<file path="src/rtl/qdot_pkg.sv">
// qdot_pkg: shared types and widths for the int8-weight x Q16.16 dot-product job controller.
package qdot_pkg;

  typedef enum logic [1:0] {
    IDLE  = 2'd0,
    RUN   = 2'd1,
    DRAIN = 2'd2,
    OUT   = 2'd3
  } state_t;

  localparam int Q_FRAC    = 16;
  localparam int X_W       = 32;
  localparam int W_W       = 8;
  localparam int PROD_W    = 40;
  localparam int DRAIN_CYC = 2;

endpackage

</file>
<file path="src/rtl/qdot_if.sv">
// qdot_if: job request, beat stream and result handshake bundle for qdot_sched.
// sat_o is present only when QDOT_SAT_EN is defined.
interface qdot_if #(parameter int LEN_W = 8);

  logic              start_i;
  logic [LEN_W-1:0]  len_i;
  logic [4:0]        shift_i;
  logic              busy_o;
  logic              x_valid_i;
  logic signed [31:0] vector_x_i;
  logic signed [7:0]  quant_w_i;
  logic              x_ready_o;
  logic              dout_valid_o;
  logic [31:0]       dout_o;
  logic              dout_ready_i;
  logic              done_o;
`ifdef QDOT_SAT_EN
  logic              sat_o;
`endif

`ifdef QDOT_SAT_EN
  modport master (
    output start_i, len_i, shift_i, x_valid_i, vector_x_i, quant_w_i, dout_ready_i,
    input  busy_o, x_ready_o, dout_valid_o, dout_o, done_o, sat_o
  );
  modport slave (
    input  start_i, len_i, shift_i, x_valid_i, vector_x_i, quant_w_i, dout_ready_i,
    output busy_o, x_ready_o, dout_valid_o, dout_o, done_o, sat_o
  );
`else
  modport master (
    output start_i, len_i, shift_i, x_valid_i, vector_x_i, quant_w_i, dout_ready_i,
    input  busy_o, x_ready_o, dout_valid_o, dout_o, done_o
  );
  modport slave (
    input  start_i, len_i, shift_i, x_valid_i, vector_x_i, quant_w_i, dout_ready_i,
    output busy_o, x_ready_o, dout_valid_o, dout_o, done_o
  );
`endif

endinterface

</file>
<file path="src/rtl/qdot_mac.sv">
// qdot_mac: two-stage MAC; stage1 registers the 40-bit signed product, stage2 accumulates it.
// A valid bit travels with the product so stalled cycles leave the accumulator untouched.
module qdot_mac
  import qdot_pkg::*;
#(
  parameter int ACC_W = 48
) (
  input  logic                    clk_i,
  input  logic                    rst_i,
  input  logic                    i_en,
  input  logic                    i_clr,
  input  logic signed [X_W-1:0]   i_x,
  input  logic signed [W_W-1:0]   i_w,
  output logic signed [ACC_W-1:0] o_acc
);

  logic signed [PROD_W-1:0] w_prod;
  logic signed [PROD_W-1:0] r_prod;
  logic                     r_prodVld;
  logic signed [ACC_W-1:0]  r_acc;

  assign w_prod = $signed({{(PROD_W-X_W){i_x[X_W-1]}}, i_x}) *
                  $signed({{(PROD_W-W_W){i_w[W_W-1]}}, i_w});

  always_ff @(posedge clk_i or posedge rst_i) begin
    if (rst_i) begin
      r_prod    <= '0;
      r_prodVld <= 1'b0;
      r_acc     <= '0;
    end else if (i_clr) begin
      r_prod    <= '0;
      r_prodVld <= 1'b0;
      r_acc     <= '0;
    end else begin
      r_prodVld <= i_en;
      if (i_en) begin
        r_prod <= w_prod;
      end
      if (r_prodVld) begin
        r_acc <= r_acc + {{(ACC_W-PROD_W){r_prod[PROD_W-1]}}, r_prod};
      end
    end
  end

  assign o_acc = r_acc;

endmodule

</file>
<file path="src/rtl/qdot_sched.sv">
// qdot_sched: job FSM around qdot_mac; rescales the accumulator and presents one Q16.16 result.
// Define QDOT_SAT_EN to saturate the narrowed result and expose sat_o; otherwise it wraps.
module qdot_sched
  import qdot_pkg::*;
#(
  parameter int LEN_W = 8,
  parameter int ACC_W = 48
) (
  input  logic clk_i,
  input  logic rst_i,
  qdot_if.slave bus
);

  state_t                  r_state;
  logic [LEN_W-1:0]        r_len;
  logic [LEN_W-1:0]        r_cnt;
  logic [4:0]              r_shift;
  logic [1:0]              r_drainCnt;
  logic [31:0]             r_dout;
  logic                    r_doutValid;
  logic                    w_beat;
  logic                    w_take;
  logic                    w_clr;
  logic signed [ACC_W-1:0] w_acc;
  logic [31:0]             w_narrow;

  assign w_beat = (r_state == RUN) & bus.x_valid_i;
  assign w_take = r_doutValid & bus.dout_ready_i;
  assign w_clr  = (r_state == IDLE) & bus.start_i;

  qdot_mac #(.ACC_W(ACC_W)) u_mac (
    .clk_i (clk_i),
    .rst_i (rst_i),
    .i_en  (w_beat),
    .i_clr (w_clr),
    .i_x   (bus.vector_x_i),
    .i_w   (bus.quant_w_i),
    .o_acc (w_acc)
  );

`ifdef QDOT_SAT_EN
  logic signed [ACC_W-1:0] w_shifted;
  logic                    w_fits;
  logic                    w_clip;
  logic                    r_sat;

  // Result fits in 32 bits only when every bit above bit 31 matches the sign.
  assign w_shifted = w_acc >>> r_shift;
  assign w_fits    = (&w_shifted[ACC_W-1:31]) | ~(|w_shifted[ACC_W-1:31]);
  assign w_clip    = ~w_fits;
  assign w_narrow  = w_fits ? w_shifted[31:0] :
                     (w_shifted[ACC_W-1] ? 32'h8000_0000 : 32'h7FFF_FFFF);
  assign bus.sat_o = r_sat;
`else
  assign w_narrow  = 32'(w_acc >>> r_shift);
`endif

  always_ff @(posedge clk_i or posedge rst_i) begin
    if (rst_i) begin
      r_state     <= IDLE;
      r_len       <= '0;
      r_cnt       <= '0;
      r_shift     <= '0;
      r_drainCnt  <= '0;
      r_dout      <= '0;
      r_doutValid <= 1'b0;
`ifdef QDOT_SAT_EN
      r_sat       <= 1'b0;
`endif
    end else begin
      case (r_state)
        IDLE: begin
          if (bus.start_i) begin
            r_len      <= bus.len_i;
            r_shift    <= bus.shift_i;
            r_cnt      <= '0;
            r_drainCnt <= '0;
            r_state    <= (bus.len_i == '0) ? DRAIN : RUN;
          end
        end
        RUN: begin
          if (bus.x_valid_i) begin
            r_cnt <= r_cnt + LEN_W'(1);
            if (r_cnt == r_len - LEN_W'(1)) begin
              r_state <= DRAIN;
            end
          end
        end
        // Two cycles let the last product pass both MAC stages before narrowing.
        DRAIN: begin
          if (r_drainCnt == 2'(DRAIN_CYC - 1)) begin
            r_drainCnt  <= '0;
            r_dout      <= w_narrow;
            r_doutValid <= 1'b1;
`ifdef QDOT_SAT_EN
            r_sat       <= w_clip;
`endif
            r_state     <= OUT;
          end else begin
            r_drainCnt <= r_drainCnt + 2'd1;
          end
        end
        OUT: begin
          if (w_take) begin
            r_doutValid <= 1'b0;
`ifdef QDOT_SAT_EN
            r_sat       <= 1'b0;
`endif
            r_state     <= IDLE;
          end
        end
        default: r_state <= IDLE;
      endcase
    end
  end

  assign bus.busy_o       = (r_state != IDLE);
  assign bus.x_ready_o    = (r_state == RUN);
  assign bus.dout_valid_o = r_doutValid;
  assign bus.dout_o       = r_dout;
  assign bus.done_o       = w_take;

endmodule
</file>
<file path="src/flat_wrapper.sv">
// flat-port wrapper written by rule: the top's interface ports become plain ports
module qdot_sched_flat import qdot_pkg::*;
#(
  parameter int LEN_W = 8,
  parameter int ACC_W = 48
)
  (clk_i, rst_i, bus_start_i, bus_len_i, bus_shift_i, bus_x_valid_i, bus_vector_x_i, bus_quant_w_i, bus_dout_ready_i, bus_busy_o, bus_x_ready_o, bus_dout_valid_o, bus_dout_o, bus_done_o);
  qdot_if #(.LEN_W(LEN_W)) bus_i ();
  input  logic clk_i;
  input  logic rst_i;
  input wire logic [$bits(bus_i.start_i)-1:0] bus_start_i;
  input wire logic [$bits(bus_i.len_i)-1:0] bus_len_i;
  input wire logic [$bits(bus_i.shift_i)-1:0] bus_shift_i;
  input wire logic [$bits(bus_i.x_valid_i)-1:0] bus_x_valid_i;
  input wire logic [$bits(bus_i.vector_x_i)-1:0] bus_vector_x_i;
  input wire logic [$bits(bus_i.quant_w_i)-1:0] bus_quant_w_i;
  input wire logic [$bits(bus_i.dout_ready_i)-1:0] bus_dout_ready_i;
  output wire logic [$bits(bus_i.busy_o)-1:0] bus_busy_o;
  output wire logic [$bits(bus_i.x_ready_o)-1:0] bus_x_ready_o;
  output wire logic [$bits(bus_i.dout_valid_o)-1:0] bus_dout_valid_o;
  output wire logic [$bits(bus_i.dout_o)-1:0] bus_dout_o;
  output wire logic [$bits(bus_i.done_o)-1:0] bus_done_o;
  assign bus_i.start_i = bus_start_i;
  assign bus_i.len_i = bus_len_i;
  assign bus_i.shift_i = bus_shift_i;
  assign bus_i.x_valid_i = bus_x_valid_i;
  assign bus_i.vector_x_i = bus_vector_x_i;
  assign bus_i.quant_w_i = bus_quant_w_i;
  assign bus_i.dout_ready_i = bus_dout_ready_i;
  assign bus_busy_o = bus_i.busy_o;
  assign bus_x_ready_o = bus_i.x_ready_o;
  assign bus_dout_valid_o = bus_i.dout_valid_o;
  assign bus_dout_o = bus_i.dout_o;
  assign bus_done_o = bus_i.done_o;
  qdot_sched #(.LEN_W(LEN_W), .ACC_W(ACC_W)) u_core (.clk_i(clk_i), .rst_i(rst_i), .bus(bus_i));
endmodule
</file>
<file path="config.mk">
export PLATFORM = sky130hd
export DESIGN_NAME = qdot_sched_flat
export DESIGN_NICKNAME = d
export VERILOG_FILES = /design/src/rtl/qdot_pkg.sv /design/src/rtl/qdot_if.sv /design/src/rtl/qdot_mac.sv /design/src/rtl/qdot_sched.sv /design/src/flat_wrapper.sv
export SDC_FILE = /design/constraint.sdc
export NUM_CORES = 1
export LEC_CHECK = 0
export ABC_AREA = 1
export CAP_MARGIN = 20
export CORE_MARGIN = 3
export CORE_UTILIZATION = 64
export DETAILED_ROUTE_END_ITERATION = 8
export PLACE_DENSITY_LB_ADDON = 0.1
export SLEW_MARGIN = 20
export SYNTH_ARGS = -nofsm -noshare
export SYNTH_HDL_FRONTEND = slang
export SYNTH_SLANG_ARGS = --single-unit
</file>
<file path="constraint.sdc">
create_clock -name clk_i -period 5.82 [get_ports clk_i]
set_clock_uncertainty 0.05 [all_clocks]
set_input_delay 0.873 -clock clk_i [delete_from_list [all_inputs] [get_ports clk_i]]
set_output_delay 0.873 -clock clk_i [all_outputs]
set_load 0.01 [all_outputs]
</file>
==> results of run 1 <==
## worst min-delay path by stage
stage	from	endpoint	slack, ns	depth (start not counted)
6_report	u_core.bus.dout_o[30]	u_core.bus.dout_o[30]	0.43	2
5_1_grt	u_core.bus.dout_o[13]	u_core.bus.dout_o[13]	0.46	2
4_1_cts	u_core.bus.dout_o[25]	u_core.bus.dout_o[25]	0.43	2
3_5_place_dp	u_core.bus.dout_o[25]	u_core.bus.dout_o[25]	0.41	2
3_3_place_gp	u_core.bus.dout_o[24]	u_core.bus.dout_o[24]	0.41	2
2_1_floorplan	u_core.u_mac.r_prod[18]	u_core.u_mac.r_prod[18]	0.40	2
## logic make-up (layout without fill, tap and decap cells)
kind of cell	after synthesis	after routing	share of synthesized area, %
and+or+nand+nor	1933	1933	34.5
buffers and inverters	1020	1050	17.4
adders and majority gates	331	331	24.4
DFF	147	147	15.9
xor gates and xnor gates	15	15	0.569
AOI/OAI and AO/OA	283	283	7.13
## through the flow
step | hold slack (ns) | cells | setup WS (ns) | power, uW
3_3_place_gp | 0.415 | 4182 | 0.178 | 10500
5_1_grt | 0.462 | 4214 | 0.193 | 13400
2_1_floorplan | 0.403 | 3729 | 0.896 | 8330
3_5_place_dp | 0.415 | 4182 | 0.0851 | 10700
4_1_cts | 0.434 | 4214 | 0.546 | 12000
6_report | 0.428 | 4214 | 0.433 | 12100
## power breakdown
group | switching, uW | total [uW] | leakage [uW] | internal [uW]
combinational | 5940 | 9050 | 0.0128 | 3110
sequential | 466 | 1890 | 0.00194 | 1430
clock | 520 | 1180 | 0.000299 | 659
## routing by layer
metal	GRT usage, %	wire length (um)
met5	0	0
met4	19.3	4100
met3	3.61	4130
met2	62.5	33100
met1	43.2	26100
## flip-flops by register name, summed over array words and instances, names as in the netlist, 2 cells and up
name	cells
u_core.u_mac.o_acc	48
u_core.u_mac.r_prod	40
u_core.bus.dout_o	32
u_core.r_cnt	8
u_core.r_len	8
u_core.r_shift	5
u_core.r_drainCnt	2
u_core.r_state	2
## critical path, stage by stage
cell             delay (ns)
clkdlybuf4s50_1        0.46
inv_1                  0.15
or2_2                  0.34
fa_1                   0.51
fa_1                   0.55
inv_1                  0.06
fa_1                   0.52
inv_1                  0.05
fa_1                   0.53
inv_1                  0.04
ha_1                   0.36
nand2_1                0.12
nand3_1                0.13
nand2_1                0.08
nand2_1                0.15
nand2_1                0.10
nand2_1                0.11
o21ai_0                0.41
nand2_1                0.09
## cell usage after synthesis, drive strengths merged, types with 3 or more instances
library cell / count
dfrtp: 147
inv: 898
a2bb2oi: 4
ha: 131
o211ai: 7
o22ai: 8
clkbuf: 68
a22o: 3
fa: 200
xnor2: 10
nand3b: 10
a21o: 5
nand3: 252
nor3: 19
nand4: 24
xor2: 5
buf: 54
a21oi: 96
and2: 9
nor2: 232
a21boi: 3
or2: 16
o21bai: 8
o21ai: 140
nand2: 1367
o21a: 5
## final cells by class
cell class / count / area, um^2 / share of cell area, %
repair buffers: 120 / 1230 / 4.96
well taps: 455 / 569 / 2.29
clock inverters: 14 / 169 / 0.679
flip-flops and latches: 147 / 3680 / 14.8
multi-input cells: 2562 / 15400 / 61.9
clock buffers: 18 / 439 / 1.77
inverters: 898 / 3380 / 13.6
## layout by cell type (no fill, tap or decap), types with 10 or more instances in the layout
master	Yosys	final
a21oi_1	94	94
buf_4	6	19
clkbuf_16	0	17
clkdlybuf4s50_1	0	93
dfrtp_1	147	146
fa_1	200	200
ha_1	131	131
inv_1	887	885
inv_2	10	11
nand2_1	1340	1340
nand2_2	27	27
nand3_1	241	241
nand3_2	11	11
nand3b_1	10	10
nand4_1	24	24
nor2_1	216	214
nor2_2	16	18
nor3_1	13	13
o21ai_0	77	77
o21ai_1	41	41
o21ai_2	22	22
xnor2_1	10	10
==> results.ini, run 1 <==
[status]
status = completed

[placed_design]
dp_hpwl_mm = 55.4
gp_congestion = 1.00
port-buffer-count = 93
placed_cell_area_mm2 = 0.0243

[final_layout]
fin_util_pct = 70.9
drive_gt1_share_pct = 4.66
nets = 4135
area_growth_pct = 7.71
fill_cells = 3044
n_antenna_cell = 0
postLayoutCellArea_mm2 = 0.0249

[grt]
grt_pass1_wl_mm = 111
grt_pass1_vias = 22400
grt_usage_pct = 35.6
grt-ovfl-total = 0
antenna_found_initial = 0
grt_max_degree = 68

[clock_tree]
htree_levels = 4
postCtsSetupBuffers = 0
clk_root_buffer_cell = clkbuf_16
clk_latency_ns = 0.44
post_cts_resized = 0
cts_buffer_depth = 2
holdBufCountCts = 0
cts_buffers = 17
clk_pin_slew_ns = 0.07
cts_tree = yes
cts_sinks = 147

[timing]
slew_violations = 0
grt_setup_unrepaired = false
setup_violations = 0
slew_headroom_pct = 36.0
fin_setup_tns_ns = 0
fin_crit_sh_pct = 92.6
fmax_mhz = 186
max_slew.worst_pin.slew_ns = 0.959
min_period_ns = 5.39
final_hold_viol_count = 0

[synthesis]
ys.flop_type = dfrtp_1
async_flop_share_pct = 100
yosys.area.top_type = nand2_1
ys_top_cells_by_area = nand2_1 22%, fa_1 17%, dfrtp_1 16%
syn_nets = 4118
netlist_instances = 3729
ys_seq_area_share_pct = 15.9
synth_top_area_share_pct = 21.8
synth_area_per_cell_um2 = 6.19
netlist_area_mm2 = 0.0231
ys_seq_elements = 147
synth-edff-count = 0
ys_warn_count = 0
yosysUniqueCellTypes = 53

[floorplan]
fp-row-count = 68
core-area_mm2 = 0.0351
initial_core_util_pct = 65.9
die_y_um = 196
pin_count = 94
die-area_mm2 = 0.0384
die_width_um = 196

[route]
wl_per_cell_um = 16.0
drt_iter0_drc = 1746
drcViolationCount = 0
dr.pass1.iters = 6
wl_mm = 67.4
vias_per_cell = 5.41
via_count = 22800
antenna_left = 0

[critical_path]
critPathKind = in2reg
cp-start-kind = input pin
critPathLaunch = bus_quant_w_i[7]
worstPathRequired_ns = 6.07
r2r-end = u_core.u_mac.r_prod[16]
r2r-start = u_core.r_state[0]
rrSetupSlack_ns = 3.00
worstPathArrival_ns = 5.64
crit_path_max_fanout = 6
worstSetupEndpoint = u_core.u_mac.r_prod[16]
endpoint_kind = register
reg2reg_depth = 11

[pwr]
ir_drop_uv = 502
powerDensity_mw_per_mm2 = 487
p_leak_uw = 0.0150

[job]
max_cap_violations = 0

[min_path]
hp-class = reg2reg

Power figures use the tool's default switching activity.
==> inputs of run 2 (changes only) <==
- RECOVER_POWER: unset -> 25
==> results.ini, run 2 (synthesis gave the netlist of run 1 again) <==
[status]
status = complete, but fails checks  ; was completed
violations = capacitance limit, slew limit

[floorplan]
die-area_mm2 = 0.0384  ; unchanged
core-area_mm2 = 0.0351  ; unchanged
initial_core_util_pct = 65.9  ; unchanged
die_y_um = 196  ; unchanged
fp-row-count = 68  ; unchanged
die_width_um = 196  ; unchanged
pin_count = 94  ; unchanged

[critical_path]
cp-start-kind = input pin  ; unchanged
r2r-start = u_core.r_state[0]  ; unchanged
critPathKind = in2reg  ; unchanged
crit_path_max_fanout = 6  ; unchanged
worstPathRequired_ns = 6.08  ; was 6.07 ns
critPathLaunch = bus_quant_w_i[7]  ; unchanged
endpoint_kind = register  ; unchanged
reg2reg_depth = 7  ; was 11
worstPathArrival_ns = 5.61  ; was 5.64 ns

[final_layout]
fin_util_pct = 70.9  ; about the same
largest_reg_flops = 48  ; unchanged
area_growth_pct = 7.61  ; was 7.71%
final_common_cell = nand2_1  ; unchanged
mostFrequentLayoutCells = 1341 x nand2_1, 886 x inv_1, 241 x nand3_1, 214 x nor2_1, 200 x fa_1  ; was 1340 x nand2_1, 885 x inv_1, 241 x nand3_1, 214 x nor2_1, 200 x fa_1
nets = 4135  ; unchanged
fill_cells = 3050  ; was 3044
layout.cells.non_filler = 4214  ; unchanged
drive_gt1_share_pct = 4.47  ; was 4.66%
multi_input_area_mm2 = 0.0154  ; about the same
n_antenna_cell = 0  ; unchanged
seq_area_mm2 = 0.00368  ; unchanged

[route]
wl_met2_mm = 33.2  ; was 33.1 mm
dr.pass1.iters = 6  ; unchanged
via_count = 22800  ; about the same
wl_per_cell_um = 16.0  ; about the same
drcViolationCount = 0  ; unchanged
antenna_left = 0  ; unchanged
drt_iter0_drc = 1691  ; was 1746
maxUsedRoutingLayer = met4  ; unchanged
wl_mm = 67.5  ; was 67.4 mm
wirelength_met1_mm = 26.4  ; was 26.1 mm
vias_per_cell = 5.42  ; was 5.41
wl_met3_mm = 3.91  ; was 4.13 mm

[job]
max_cap_violations = 3  ; was 0

[timing]
grt_setup_unrepaired = false  ; unchanged
slew_violations = 136  ; was 0
setup_violations = 0  ; unchanged
final_hold_viol_count = 0  ; unchanged
fmax_mhz = 187  ; was 186 MHz
max_slew.worst_pin.slew_ns = 3.04  ; was 0.959 ns
min_period_ns = 5.35  ; was 5.39 ns
fin_crit_sh_pct = 92.0  ; was 92.6%
worst_slack_ns = 0.468  ; was 0.433 ns
slew_headroom_pct = -104  ; was 36.0%
fin_setup_tns_ns = 0  ; unchanged

[clock_tree]
clk_pin_slew_ns = 0.07  ; about the same
clk_latency_ns = 0.44  ; about the same
post_cts_resized = 0  ; unchanged
holdBufCountCts = 0  ; unchanged
cts_buffers = 17  ; unchanged
postCtsSetupBuffers = 0  ; unchanged
clk_root_buffer_cell = clkbuf_16  ; unchanged
htree_levels = 4  ; unchanged
cts_tree = yes  ; unchanged
cts_buffer_depth = 2  ; unchanged
cts_sinks = 147  ; unchanged

[placed_design]
dp_hpwl_mm = 55.4  ; unchanged
placedCellCount = 4182  ; unchanged
place_ws_ns = 0.0851  ; unchanged
gp_congestion = 1.00  ; unchanged
port-buffer-count = 93  ; unchanged

[min_path]
hp-class = reg2reg  ; unchanged
worst_hold_path.num_cells = 2  ; unchanged
hold_start = u_core.bus.dout_o[30]  ; unchanged

[grt]
grt_pass1_wl_mm = 111  ; unchanged
grt-ovfl-total = 0  ; unchanged
grt_pass1_vias = 22400  ; unchanged
antenna_found_initial = 0  ; unchanged
grt_max_degree = 68  ; unchanged
grt_usage_pct = 35.6  ; unchanged

[pwr]
p_leak_uw = 0.0150  ; about the same
ir_drop_uv = 502  ; about the same
powerDensity_mw_per_mm2 = 488  ; was 487 mW/mm^2

run 2: metrics by stage:
stage	hold slack [ns]	power, uW	area [um^2]
after floorplan	0.403	8330	23100
after global placement	0.415	10500	24300
after detailed placement	0.415	10700	24300
after CTS	0.434	12000	24900
after global routing	0.462	13400	24800
final	0.428	12100	24800
run 2: power breakdown:
group          internal (uW)  switching [uW]
Combinational           3100            5940
Clock                    660             527
Sequential              1430             465
Total                   5190            6930
run 2: path summary, 6_finish.rpt:
kind	slack, ns	end
max	0.47	u_core.u_mac.r_prod[16]
min	0.43	u_core.bus.dout_o[30]
max reg2reg	2.11	u_core.bus.dout_o[19]
min reg2reg	0.43	u_core.bus.dout_o[30]
max in group asynchronous	1.19	u_core.r_shift[0]
min in group asynchronous	1.72	u_core.r_len[1]
run 2: critical path: stages:
cell             delay (ns)
clkdlybuf4s50_1        0.47
inv_1                  0.16
or2_2                  0.34
fa_1                   0.51
fa_1                   0.55
inv_1                  0.06
fa_1                   0.52
inv_1                  0.05
fa_1                   0.53
inv_1                  0.04
ha_1                   0.36
nand2_1                0.12
nand3_1                0.13
nand2_1                0.08
nand2_1                0.15
nand2_1                0.10
nand2_1                0.11
o21ai_0                0.37
nand2_1                0.08
run 2: area by class of cell:
type                    count  share of cell area (%)
clock buffers              18                    1.77
clock inverters            14                   0.680
inverters                 898                    13.6
multi-input cells        2562                    61.9
flip-flops and latches    147                    14.8
well taps                 455                    2.29
repair buffers            120                    4.92
run 2: metal layers:
layer	GRT usage (%)	vias up
li1	-	11100
met1	43.2	10600
met2	62.5	934
met3	3.61	213
met4	19.3	0
met5	0	-
==> inputs of run 3 (changes only) <==
- CORE_UTILIZATION: 64 -> 55
- SLEW_MARGIN: 20 -> unset
==> results.ini, run 3 (synthesis gave the netlist of run 1 again) <==
[critical_path]
cp-start-kind = input pin  ; unchanged
path_buf_inv = 6  ; was 5
endpoint_kind = register  ; unchanged
worstPathRequired_ns = 6.16  ; was 6.08 ns
cpPeakStageDelay_ns = 0.54  ; was 0.55 ns
cp_slowest_cell = fa_1  ; unchanged
critPathKind = in2reg  ; unchanged
crit_path_max_fanout = 7  ; was 6
crit_chain = clkdlybuf4s50_1, inv_1, buf_4, nor2_1, fa_1, fa_1, fa_1, inv_1, fa_1, inv_1, ha_1, nand2_1, inv_1, a21oi_1, nor2_1, o21ai_0, nand3_1, nand2_1, nand3_1, nand2_1  ; was clkdlybuf4s50_1, inv_1, or2_2, fa_1, fa_1, inv_1, fa_1, inv_1, fa_1, inv_1, ha_1, nand2_1, nand3_1, nand2_1, nand2_1, nand2_1, nand2_1, o21ai_0, nand2_1
path_delay_family = adder cells  ; unchanged
worstPathArrival_ns = 5.69  ; was 5.61 ns

[route]
drcViolationCount = 0  ; unchanged
wl_mm = 66.0  ; was 67.5 mm
via_count = 22200  ; was 22800
dr.pass1.iters = 6  ; unchanged
drt_iter0_drc = 1526  ; was 1691
wl_per_cell_um = 15.4  ; was 16.0 um
antenna_left = 0  ; unchanged
vias_per_cell = 5.18  ; was 5.42

[grt]
antenna_found_initial = 0  ; unchanged
grt_max_degree = 112  ; was 68
grt_pass1_vias = 22000  ; was 22400
grt_pass1_wl_mm = 109  ; was 111 mm
grt_usage_pct = 30.2  ; was 35.6%
grt-ovfl-total = 0  ; unchanged

[status]
violations = capacitance limit, slew limit  ; unchanged
status = complete, but fails checks  ; unchanged

[placed_design]
port-buffer-count = 93  ; unchanged
gp_congestion = 1.05  ; was 1.00
dp_hpwl_mm = 54.1  ; was 55.4 mm
placed_cell_area_mm2 = 0.0244  ; was 0.0243 mm^2

[timing]
min_period_ns = 5.35  ; about the same
final_hold_viol_count = 0  ; unchanged
max_slew.worst_pin.slew_ns = 2.06  ; was 3.04 ns
fin_crit_sh_pct = 92.0  ; about the same
fin_setup_tns_ns = 0  ; unchanged
setup_violations = 0  ; unchanged
grt_setup_unrepaired = false  ; unchanged
slew_violations = 114  ; was 136
slew_headroom_pct = -38.3  ; was -104%
fmax_mhz = 187  ; about the same

[final_layout]
drive_gt1_share_pct = 4.60  ; was 4.47%
final_common_cell = nand2_1  ; unchanged
largest_reg_flops = 48  ; unchanged
nets = 4137  ; was 4135
mostFrequentLayoutCells = 1341 x nand2_1, 886 x inv_1, 241 x nand3_1, 214 x nor2_1, 200 x fa_1  ; unchanged
area_growth_pct = 8.10  ; was 7.61%
postLayoutCellArea_mm2 = 0.0250  ; was 0.0248 mm^2
fill_cells = 3959  ; was 3050
n_antenna_cell = 0  ; unchanged

[clock_tree]
cts_tree = yes  ; unchanged
postCtsSetupBuffers = 0  ; unchanged
htree_levels = 4  ; unchanged
cts_buffer_depth = 2  ; unchanged
cts_sinks = 147  ; unchanged
holdBufCountCts = 0  ; unchanged
clk_root_buffer_cell = clkbuf_16  ; unchanged
post_cts_resized = 0  ; unchanged
clk_latency_ns = 0.45  ; was 0.44 ns
cts_buffers = 17  ; unchanged
clk_pin_slew_ns = 0.06  ; was 0.07 ns

[floorplan]
core-area_mm2 = 0.0411  ; was 0.0351 mm^2
fp-row-count = 74  ; was 68
initial_core_util_pct = 56.2  ; was 65.9%
pin_count = 94  ; unchanged
die_y_um = 211  ; was 196 um
die_width_um = 211  ; was 196 um
die-area_mm2 = 0.0445  ; was 0.0384 mm^2

[pwr]
p_leak_uw = 0.0150  ; about the same
powerDensity_mw_per_mm2 = 479  ; was 488 mW/mm^2
ir_drop_uv = 213  ; was 502 uV

[min_path]
hp-class = reg2reg  ; unchanged

[job]
max_cap_violations = 2  ; was 3

[run 3: changes by cell type in the layout (fill, tap and decap cells not counted), sizes merged]
cell      delta
bufinv       -1
clkbuf       +1
inv          -3
clkinvlp     +2
buf          +3
[run 3: final timing paths]
kind,startpoint,end,slack (ns),depth (start not counted)
max,bus_quant_w_i[7],u_core.u_mac.r_prod[28],0.47,20
min,u_core.bus.dout_o[30],u_core.bus.dout_o[30],0.43,2
max reg2reg,u_core.r_state[0],u_core.u_mac.r_prod[14],2.62,11
min reg2reg,u_core.bus.dout_o[30],u_core.bus.dout_o[30],0.43,2
max in group asynchronous,rst_i,u_core.u_mac.r_prod[13],1.61,4
min in group asynchronous,rst_i,u_core.r_len[1],1.35,2
[run 3: through the flow]
step,total power [uW],cells,utilization [%],hold WS [ns],worst slack [ns]
detailed placement,10800,4260,59.3,0.415,0.00276
floorplan,8330,3729,-,0.403,0.896
finish,12000,4293,60.7,0.428,0.466
global placement,10600,4259,59.3,0.416,0.0681
global route,13300,4293,60.7,0.450,0.227
CTS,11900,4292,60.7,0.433,0.480
[run 3: power by group]
| group | total, uW | internal [uW] | switching [uW] |
|---|---|---|---|
| combinational | 8970 | 3120 | 5850 |
| clock | 1120 | 620 | 498 |
| sequential | 1880 | 1430 | 455 |
| total | 12000 | 5170 | 6800 |
[run 3: layout make-up]
class                   instances  area [um^2]  area share (%)
repair buffers                122         1260            5.06
multi-input cells            2562        15400            61.7
clock buffers                  20          457            1.83
well taps                     532          666            2.67
flip-flops and latches        147         3680            14.7
clock inverters                12          124           0.496
inverters                     898         3380            13.5
[run 3: tightest hold or removal path: cells and delay by family, from the launching register on]
kind	cells	cell delay [ns]
flops	1	0.34
simple gates	2	0.10
[run 3: metal layers]
layer | vias to the layer above | GRT usage, % | share of wire (%)
met4 | 0 | 12.1 | 3.9
met5 | - | 0 | 0
met3 | 132 | 2.63 | 5.0
li1 | 11100 | - | -
met2 | 652 | 54.4 | 50
met1 | 10400 | 37.5 | 41
